[src/rtl/button_debounce.sv]
`default_nettype none
// ============================================================================
// Module      : button_debounce
// Description : Debounces an active-low push-button pin into a clean level
//               plus one-cycle press/release pulses and a press counter.
// Revision    : 1.0
// ============================================================================

module button_debounce #(
  parameter int DEBOUNCE_CYCLES = 120000,
  parameter int CNT_W           = 17,
  parameter int COUNT_W         = 8
) (
  input  logic               clk,
  input  logic               rst,
  input  logic               btn_n,
  output logic               btn_db_n,
  output logic               press,
  // "release" is a reserved word in SystemVerilog, hence the suffix.
  output logic               release_pulse,
  output logic [COUNT_W-1:0] press_count
);

  localparam logic [1:0] c_rel   = 2'd0;
  localparam logic [1:0] c_chk_p = 2'd1;
  localparam logic [1:0] c_prs   = 2'd2;
  localparam logic [1:0] c_chk_r = 2'd3;

  localparam logic [CNT_W-1:0] c_cnt_last = CNT_W'(DEBOUNCE_CYCLES - 1);

  logic               r_sync1;
  logic               r_sync2;
  logic [1:0]         r_state;
  logic [CNT_W-1:0]   r_cnt;
  logic               r_db_n;
  logic               r_press;
  logic               r_release;
  logic [COUNT_W-1:0] r_press_count;

  // Synchronizer idles at "released" so reset never looks like a press.
  always_ff @(posedge clk or posedge rst) begin
    if (rst) begin
      r_sync1 <= 1'b1;
      r_sync2 <= 1'b1;
    end else begin
      r_sync1 <= btn_n;
      r_sync2 <= r_sync1;
    end
  end

  always_ff @(posedge clk or posedge rst) begin
    if (rst) begin
      r_state       <= c_rel;
      r_cnt         <= '0;
      r_db_n        <= 1'b1;
      r_press       <= 1'b0;
      r_release     <= 1'b0;
      r_press_count <= '0;
    end else begin
      r_press   <= 1'b0;
      r_release <= 1'b0;
      case (r_state)
        c_rel: begin
          if (!r_sync2) begin
            r_state <= c_chk_p;
            r_cnt   <= '0;
          end
        end
        c_chk_p: begin
          if (r_sync2) begin
            r_state <= c_rel;
            r_cnt   <= '0;
          end else if (r_cnt == c_cnt_last) begin
            r_state       <= c_prs;
            r_cnt         <= '0;
            r_db_n        <= 1'b0;
            r_press       <= 1'b1;
            r_press_count <= r_press_count + COUNT_W'(1);
          end else begin
            r_cnt <= r_cnt + CNT_W'(1);
          end
        end
        c_prs: begin
          if (r_sync2) begin
            r_state <= c_chk_r;
            r_cnt   <= '0;
          end
        end
        c_chk_r: begin
          if (!r_sync2) begin
            r_state <= c_prs;
            r_cnt   <= '0;
          end else if (r_cnt == c_cnt_last) begin
            r_state   <= c_rel;
            r_cnt     <= '0;
            r_db_n    <= 1'b1;
            r_release <= 1'b1;
          end else begin
            r_cnt <= r_cnt + CNT_W'(1);
          end
        end
        default: begin
          r_state <= c_rel;
          r_cnt   <= '0;
        end
      endcase
    end
  end

  assign btn_db_n      = r_db_n;
  assign press         = r_press;
  assign release_pulse = r_release;
  assign press_count   = r_press_count;

endmodule

`default_nettype wire

[config.mk]
export PLATFORM = sky130hd
export DESIGN_NAME = button_debounce
export DESIGN_NICKNAME = d
export VERILOG_FILES = /design/src/rtl/button_debounce.sv
export SDC_FILE = /design/constraint.sdc
export NUM_CORES = 1
export LEC_CHECK = 0
export BUFFER_PORTS_ARGS = -buffer_cell sky130_fd_sc_hd__clkbuf_2
export CORE_MARGIN = 2
export CORE_UTILIZATION = 52
export CTS_CLUSTER_DIAMETER = 60
export DETAILED_ROUTE_END_ITERATION = 8
export HOLD_SLACK_MARGIN = 0.15
export PLACE_DENSITY = 0.8
export SYNTH_ARGS = -nofsm -noshare
export SYNTH_HDL_FRONTEND = slang
export SYNTH_SLANG_ARGS = --single-unit
[constraint.sdc]
create_clock -name clk -period 2 [get_ports clk]
set_input_delay 0.1 -clock clk [delete_from_list [all_inputs] [get_ports clk]]
set_output_delay 0.1 -clock clk [all_outputs]
set_load 0.03 [all_outputs]
======== Word-level counts from Yosys, hierarchy flattened ========
Index checks and enable logic that the tools add are counted.
word-level totals
  register bits after elaboration ......... 32
  bits of input ports ..................... 3
  output and inout port bits .............. 11
  word-level logic and storage cells ...... 52
operators by class
  $add $sub $neg .......................... 2
  equal/unequal tests ..................... 12
  mux-type cells .......................... 23
  bitwise operators ....................... 1
  reductions and logical operators ........ 6
operators by type and width
  cell                                                             count
  17-bit two-way mux                                               5
  17-bit case mux with 4 select lines                              1
  17-bit by 1-bit adder with 17-bit output, second input constant  1
  17-bit == test, second input constant                            1
  2-bit two-way mux                                                6
  2-bit inequality test, second input constant                     6
  1-bit two-way mux                                                9
  8-bit by 1-bit adder with 8-bit output, second input constant    1
  2-bit case mux with 4 select lines                               1
  3-bit inequality test, second input constant                     2
  5-bit AND reduction                                              1
  2-bit == test, second input constant                             2
  4-bit AND reduction                                              1
  3-bit AND reduction                                              1
  2-bit by 1-bit == test with 1-bit output, second input constant  1
  2-bit zero test                                                  1
  1-bit case mux with 2 select lines                               1
  2-bit AND reduction                                              1
  2-bit nonzero test                                               1
  1-bit NOT                                                        1

======== Logic depth before layout (Yosys ltp) ========
Gate-level depths: netlist of the first run.
  depth after elaboration ................. 4
  mapped depth ............................ 7
  depth with buffers taken out ............ 6

======== Worst setup path after synthesis of the first run ========
Ideal clock, no wire load.
  path type ............................... register to register
  start ................................... reg r_cnt[8]
  end ..................................... reg r_press_count[7], in the netlist press_count[7]
  library setup time ...................... 80 ps
  arrival ................................. 2013 ps
  required time ........................... 1920 ps
  path slack .............................. -93 ps
  cell stages (with the launch flop) ...... 6
  path buffers ............................ 0
  period minus slack after synthesis ...... 2093 ps
  cells stage by stage .................... dfrtp_1 or4b_4 nor4_4 nand2_1 nor4_1 xor2_1
on the way
  longest elaborated chain between the ends .. 2
RTL lines
  item                                  RTL line  text
  from (decl)                           34        logic [CNT_W-1:0] r_cnt;
  from (signal assigned)                80        r_cnt <= r_cnt + CNT_W'(1);
  from (signal assigned)                99        r_cnt <= r_cnt + CNT_W'(1);
  17-bit == test                        73        end else if (r_cnt == c_cnt_last) begin
  3-bit AND reduction (no source line)  --
  to (signal assigned)                  78        r_press_count <= r_press_count + COUNT_W'(1);
  to (decl)                             38        logic [COUNT_W-1:0] r_press_count;
No other way between the ends.
A chain may end at the register's enable or synchronous reset.

======== Worst setup path in the final report of the first run ========
  start ................................... reg r_cnt[9]
  end ..................................... reg r_cnt[12]
on the way
  longest elaborated chain between the ends .. 4
  elaborated cells between the ends (all ways) .. 6
  those cells by class .................... 1 x add/sub; 1 x eq/ne; 4 x mux
RTL lines
  item                                                                               RTL line  text
  17-bit by 1-bit adder with 17-bit output / 17-bit == test (equally long branches)  --
  17-bit two-way mux *                                                               73, 93
  17-bit two-way mux (on tied branches)                                              90, 70
  17-bit case mux with 4 select lines *                                              62        case (r_state)
Mark *: on every way between the ends. The rest lies on a longest branch, timed or not.

==> results of run 1 <==
## cell families after synthesis
kind of cell               Yosys count  synth area share
buffers and inverters               10            0.0264
and+or+nand+nor                     67             0.235
muxes                                3            0.0208
adders and majority gates            2            0.0160
xor gates and xnor gates             9            0.0503
DFF                                 32             0.514
AOI/OAI and AO/OA                   34             0.138
## per-stage QoR
step                worst slack [ns]  hold slack (ns)  area (um2)  power (uW)  setup TNS [ns]
global placement               0.120            0.179        1780        1210               0
global route                  -0.105            0.370        1910        1810          -0.287
CTS                           0.0145            0.351        1880        1720               0
floorplan                     0.0102            0.104        1570        1060               0
detailed placement           0.00942            0.183        1780        1230               0
finish                       -0.0106            0.348        1910        1720         -0.0106
## sequential cells by signal, indices dropped and copies added, names as in the netlist, named ones only
register / cells
r_state: 1
r_sync2: 1
btn_db_n: 1
press: 1
r_cnt: 17
r_sync1: 1
press_count: 8
release_pulse: 1
## timing repair
| action | in CTS | in global routing |
|---|---|---|
| resized for setup | 0 | 5 |
| setup endpoints to repair | 0 | 4 |
| setup buffers | 0 | 1 |
| endpoints found under the hold margin | 33 | 0 |
| hold buffers | 2 | 0 |
## worst max-delay path: stages (launching register included)
cell     delay (ns)
dfrtp_1        0.41
or4b_4         0.54
nor4_4         0.31
nor2_1         0.13
buf_12         0.18
a21o_1         0.15
a22o_1         0.17
## worst max path at each step
stage                            endpoint  cells after the start
2_1_floorplan  press_count[7]$_DFFE_PP0P_                      6
3_3_place_gp   press_count[5]$_DFFE_PP0P_                      5
3_5_place_dp   press_count[6]$_DFFE_PP0P_                      5
4_1_cts        press_count[6]$_DFFE_PP0P_                      5
5_1_grt        press_count[6]$_DFFE_PP0P_                      5
6_report            r_cnt[12]$_DFFE_PP0P_                      6
## power by group through the flow
stage	combinational [uW]	sequential (uW)	clock (uW)
global placement	449	757	0
finish	478	757	483
CTS	477	747	493
detailed placement	469	760	0
global route	533	762	513
floorplan	305	753	0
## layout by cell type, fill, tap and decap left out, types with 2 or more instances in the layout
cell type	instances
dfrtp_1	29
nand2_1	18
buf_4	16
a31oi_1	14
clkbuf_2	13
nand3_1	10
nor2_1	9
nand4_1	8
o21ai_0	8
inv_1	6
xnor2_1	5
clkbuf_4	5
a21oi_1	4
xor2_1	4
a22o_1	4
nor3_1	3
dfstp_2	3
nand4b_1	2
and3_1	2
nor4_2	2
mux2_2	2
a21o_1	2
ha_1	2
dlygate4sd3_1	2
## final cells by class
type / count / area share
well taps: 31 / 0.0203
repair buffers: 32 / 0.118
inverters: 6 / 0.0118
clock inverters: 2 / 0.0183
clock buffers: 6 / 0.0216
flip-flops and latches: 32 / 0.421
multi-input cells: 115 / 0.390
## metal layers
| layer | track usage | vias to the layer above |
|---|---|---|
| met5 | 0 | - |
| met4 | 0.0812 | 0 |
| met3 | 0.0703 | 6 |
| met2 | 0.340 | 57 |
| met1 | 0.296 | 664 |
| li1 | - | 655 |
==> impl_results.md, run 1 <==
* Post-synthesis cell count at ~160
* Cells on worst reg2reg path at 6
* WP data arrival at roughly 2.2 ns
* Met3 wire length at between 200 and 250 um
* Post-Route WL at 3.46 mm
* Area share of the largest cell type after synthesis at 0.463
* Post-synthesis sequential area ratio at 0.514
* Largest fanout on the critical path at 23
* Clock power share at 0.281
* Die Footprint at roughly 0.0035 mm2
* Worst r2r dst: r_cnt[12]$_DFFE_PP0P_
* Power per cell area at roughly 900 mW/mm2
* Global route total overflow at 0
* Vias per inst at between 6 and 7
* Vias in the first global route at between 1000 and 1500
* Met2 WL at around 1.7 mm
* Internal Power at 1150 uW
* Leak Pwr at ~0.00090 uW
* DRT Pass-1 Iters at 6
* Final Util at 0.682
* Highest metal used: met4
* Setup violators final at 1
* Ys async rst share at 1.00
* Leading cell types by count after synthesis: dfrtp_1, nand2_1, a31oi_1, nand3_1, nor2_1
* Area occupied by multi-input gates at 746 um2
* Dpl hpwl at roughly 2.3 mm
* Placed Cells at around 210
* Achievable Freq at 0.497 GHz
* M1 WL at around 1.5 mm
* Die span in x at 58.9 um
* Top-count cell post-synth: dfrtp_1
* Routed vias at roughly 1400
* Worst setup SP type: flop
* R2R Path Start: r_cnt[9]$_DFFE_PP0P_
* Filler cell count at roughly 210
* Worst-path clk slew at 0.11 ns
* Final worst-path setup slack at -0.0106 ns
* Syn avg cell area at between 9 and 10 um2
* Net Switching at roughly 570 uW
* Chip Height at around 59 um
* Sequential Power Share at 0.441
* Final nets at 197
* DR WL/cell at about 15 um
* I/O Buffers at 13
* Drt initial violations at 65
* Synth area leaders: dfrtp_1, a31oi_1, dfstp_2, nand2_1, nand3_1
* Post-synth top flop: dfrtp_1
* Failing checks: DRC, setup timing
* Total GRT Usage at 0.222
* Unique cell type count in the Yosys netlist at 36
* Storage cell area at 805 um2
* Max Clock Skew at ~0.019 ns
* Worst path required time at approximately 2.2 ns
* Fin crit period at slightly above 2 ns
* Clk_lat worst skew at roughly 0.34 ns
* Clock sinks at 32
* Area delta synth->final at 22.1%
* H-Tree Depth at 2
* Synthesized area at ~0.0016 mm2
* Post-synth top area cell: dfrtp_1
* Crit Path Class: reg -> reg
* Clk root buf: clkbuf_4
* Max_cap viols at 0
* Final Hold Viols at 0
* Post-Layout Cell Count at 224
* VDD IR-drop max at around 0.00052 V
* Switching part of the total at 0.330
* Slew HR at 0.733
* Worst slew pin tran at slightly below 0.4 ns
* Status: finished, violations left
* CTS tree: built
* Proportion of layout cells with a drive suffix above 1 at 0.280
* Post-route ant nets at 0
* DRC violations left at 1
* Largest net degree at the start of global routing at 33
* Initial Utilization at 0.558
* Synth Register Bits at 32
* Synth Warn # at 0
* ANT cells at 0
* Routability cong. at ~0.86
* Unrepaired setup endpoints after global routing: yes
* EDFF count, synth at 0
* Initial antenna violation count at 0
* Combinational share of power at 0.278
* First-pass GRT wire length at 5.76 mm
* Rows at 19
* Hold/Removal Path Class: in -> async
* Top Ports at 14
* Clock buffer depth at 2
* Max Slew Vio Count at 0
* CP Launch Point: r_cnt[9]$_DFFE_PP0P_
* Core area at ~0.0028 mm2
* Reg2reg setup slack at -0.01 ns
* Crit end category: flop
* Net Count, Synth at about 160
* Period Utilization, post-route at 1.01
* CTS Buf Count at 5
(Power assumes the default switching activity.)
==> run 2: changes to the inputs <==
Settings changed: MAX_ROUTING_LAYER set to met4.
==> run 2 against run 1 <==
The flow still finishes with violations (DRC, setup timing). Worst setup slack better by 0.0029 ns. First-iteration DRC count is 14% higher. Sequential share of layout area stayed put. Critical endpoint unchanged. Die area unchanged. Clock-buffer cell count stayed put.
==> impl_results.md, run 2 (same netlist as run 1, synthesis figures left out) <==
* Status: finished, violations left
* Failing checks: DRC, setup timing
* VDD IR-drop max at roughly 0.00052 V
* Worst setup SP type: flop
* CTS Buf Count at 5
* Core area at 0.00281 mm2
* Final worst-path setup slack at -0.00768 ns
* Post-route ant nets at 0
* Crit end category: flop
* Clock power share at 0.281
* Largest net degree at the start of global routing at 33
* Drt initial violations at 74
* CP Launch Point: r_cnt[9]$_DFFE_PP0P_
* Slew HR at 0.737
* Achievable Freq at between 0.4 and 0.5 GHz
* I/O Buffers at 13
* Internal Power at between 1000 and 1500 uW
* Cells on worst reg2reg path at 6
* DRT Pass-1 Iters at 6
* Rows at 19
* Die span in x at between 50 and 60 um
* Worst path required time at ~2.2 ns
* DRC violations left at 1
* Switching part of the total at 0.331
* Top reg by flops: r_cnt
* Max Clock Skew at approximately 0.018 ns
* Dpl hpwl at approximately 2.3 mm
* Final Util at 0.682
* ANT cells at 0
* Fin crit period at between 2 and 2.5 ns
* Post-Route WL at 3.47 mm
* Clk_lat worst skew at around 0.34 ns
* Largest fanout on the critical path at 23
* Total GRT Usage at 0.228
* Clock sinks at 32
* Worst-path clk slew at ~0.11 ns
* WP data arrival at around 2.2 ns
* H-Tree Depth at 2
* Routed vias at roughly 1400
* Worst setup path endpoint: r_cnt[12]$_DFFE_PP0P_
* R2R Path Start: r_cnt[9]$_DFFE_PP0P_
* Combinational share of power at 0.281
* Most frequent cells in the layout: dfrtp_1, nand2_1, buf_4
* CTS tree: built
* Top Ports at 14
* Power per cell area at 898 mW/mm2
* Unrepaired setup endpoints after global routing: yes
* Die Footprint at ~0.0035 mm2
* Routability cong. at ~0.87
* Final Hold Viols at 0
* Setup violators final at 1
* Area delta synth->final at 22.1%
* Initial Utilization at 0.558
* Leak Pwr at between 0.0009 and 0.001 uW
* First-pass GRT wire length at between 5 and 6 mm
* Max_cap viols at 0
* Largest register FFs at 17
* Crit Path Class: reg -> reg
* Max Slew Vio Count at 0
* Area occupied by multi-input gates at roughly 750 um2
* Storage cell area at slightly above 800 um2
* Period Utilization, post-route at 1.00
* Clock buffer depth at 2
* Clk root buf: clkbuf_4
* Final nets at 197
* Chip Height at between 50 and 60 um
* Reg2reg setup slack at -0.008 ns
* Worst slew pin tran at ~0.4 ns
* Dpl ws at ~0.0094 ns
* Global route total overflow at 0
* Filler cell count at between 200 and 250
* Proportion of layout cells with a drive suffix above 1 at 0.280
* Net Switching at between 500 and 600 uW
* Hold/Removal Path Class: in -> async
* Initial antenna violation count at 0
* Worst r2r dst: r_cnt[12]$_DFFE_PP0P_
* DR WL/cell at about 15 um
* Sequential Power Share at 0.439
* Vias per inst at around 6.1
* Commonest non-fill, non-tap cell in the layout: dfrtp_1
* Vias in the first global route at 1298
==> run 2: cell counts in the layout (fill, tap and decap cells not counted) <==
No cell type changed its count.
==> run 2: final cells by class <==
| cell class | instances | share of cell area |
|---|---|---|
| Clock buffer | 6 | 0.0216 |
| Clock inverter | 2 | 0.0183 |
| Inverter | 6 | 0.0118 |
| Multi-Input combinational cell | 115 | 0.390 |
| Sequential cell | 32 | 0.421 |
| Tap cell | 31 | 0.0203 |
| Timing Repair Buffer | 32 | 0.118 |
==> run 2: critical path: stages, from the launching register on <==
cell and delay, ns:
dfrtp_1 0.41, or4b_4 0.54, nor4_4 0.31, nor2_1 0.13, buf_12 0.18, a21o_1 0.15
a22o_1 0.17
==> run 2: worst min path at each step <==
stage / cells past startpoint / slack, ns / from / to
2_1_floorplan: 0 / 0.10 / btn_n / r_sync1$_DFF_PP1_
3_3_place_gp: 3 / 0.18 / rst / release_pulse$_DFF_PP0_
3_5_place_dp: 3 / 0.18 / rst / r_cnt[9]$_DFFE_PP0P_
4_1_cts: 4 / 0.35 / rst / release_pulse$_DFF_PP0_
5_1_grt: 0 / 0.37 / r_sync1$_DFF_PP1_ / r_sync2$_DFF_PP1_
6_report: 4 / 0.35 / rst / r_state[0]$_DFFE_PP0P_
==> run 2: through the flow <==
step / hold slack [ns] / cell area (um2) / power (uW) / instances / setup TNS [ns]
CTS: 0.351 / 1880 / 1720 / 223 / 0
finish: 0.350 / 1910 / 1720 / 224 / -0.00768
global route: 0.370 / 1910 / 1810 / 224 / -0.407
detailed placement: 0.183 / 1780 / 1230 / 213 / 0
floorplan: 0.104 / 1570 / 1060 / 157 / 0
global placement: 0.179 / 1780 / 1210 / 213 / 0
==> run 2: repair_timing <==
| item | CTS | global route |
|---|---|---|
| setup endpoints to repair | 0 | 4 |
| hold buffers | 2 | 0 |
| buffers inserted | 0 | 1 |
| resized for setup | 0 | 5 |
| endpoints found under the hold margin | 33 | 0 |
==> run 2: power groups by stage <==
stage	Combinational [uW]	Clock, uW	Sequential, uW
after detailed placement	469	0	760
after floorplan	305	0	753
after global placement	449	0	757
final	482	482	754
after global routing	533	513	761
after CTS	477	493	747
==> run 2: layer usage <==
metal | vias to the layer above | share of wire | GRT usage
met5 | - | 0 | -
met4 | 0 | 0.015 | 0.0812
met3 | 6 | 0.063 | 0.0703
met2 | 44 | 0.47 | 0.340
met1 | 653 | 0.45 | 0.296
li1 | 655 | - | -
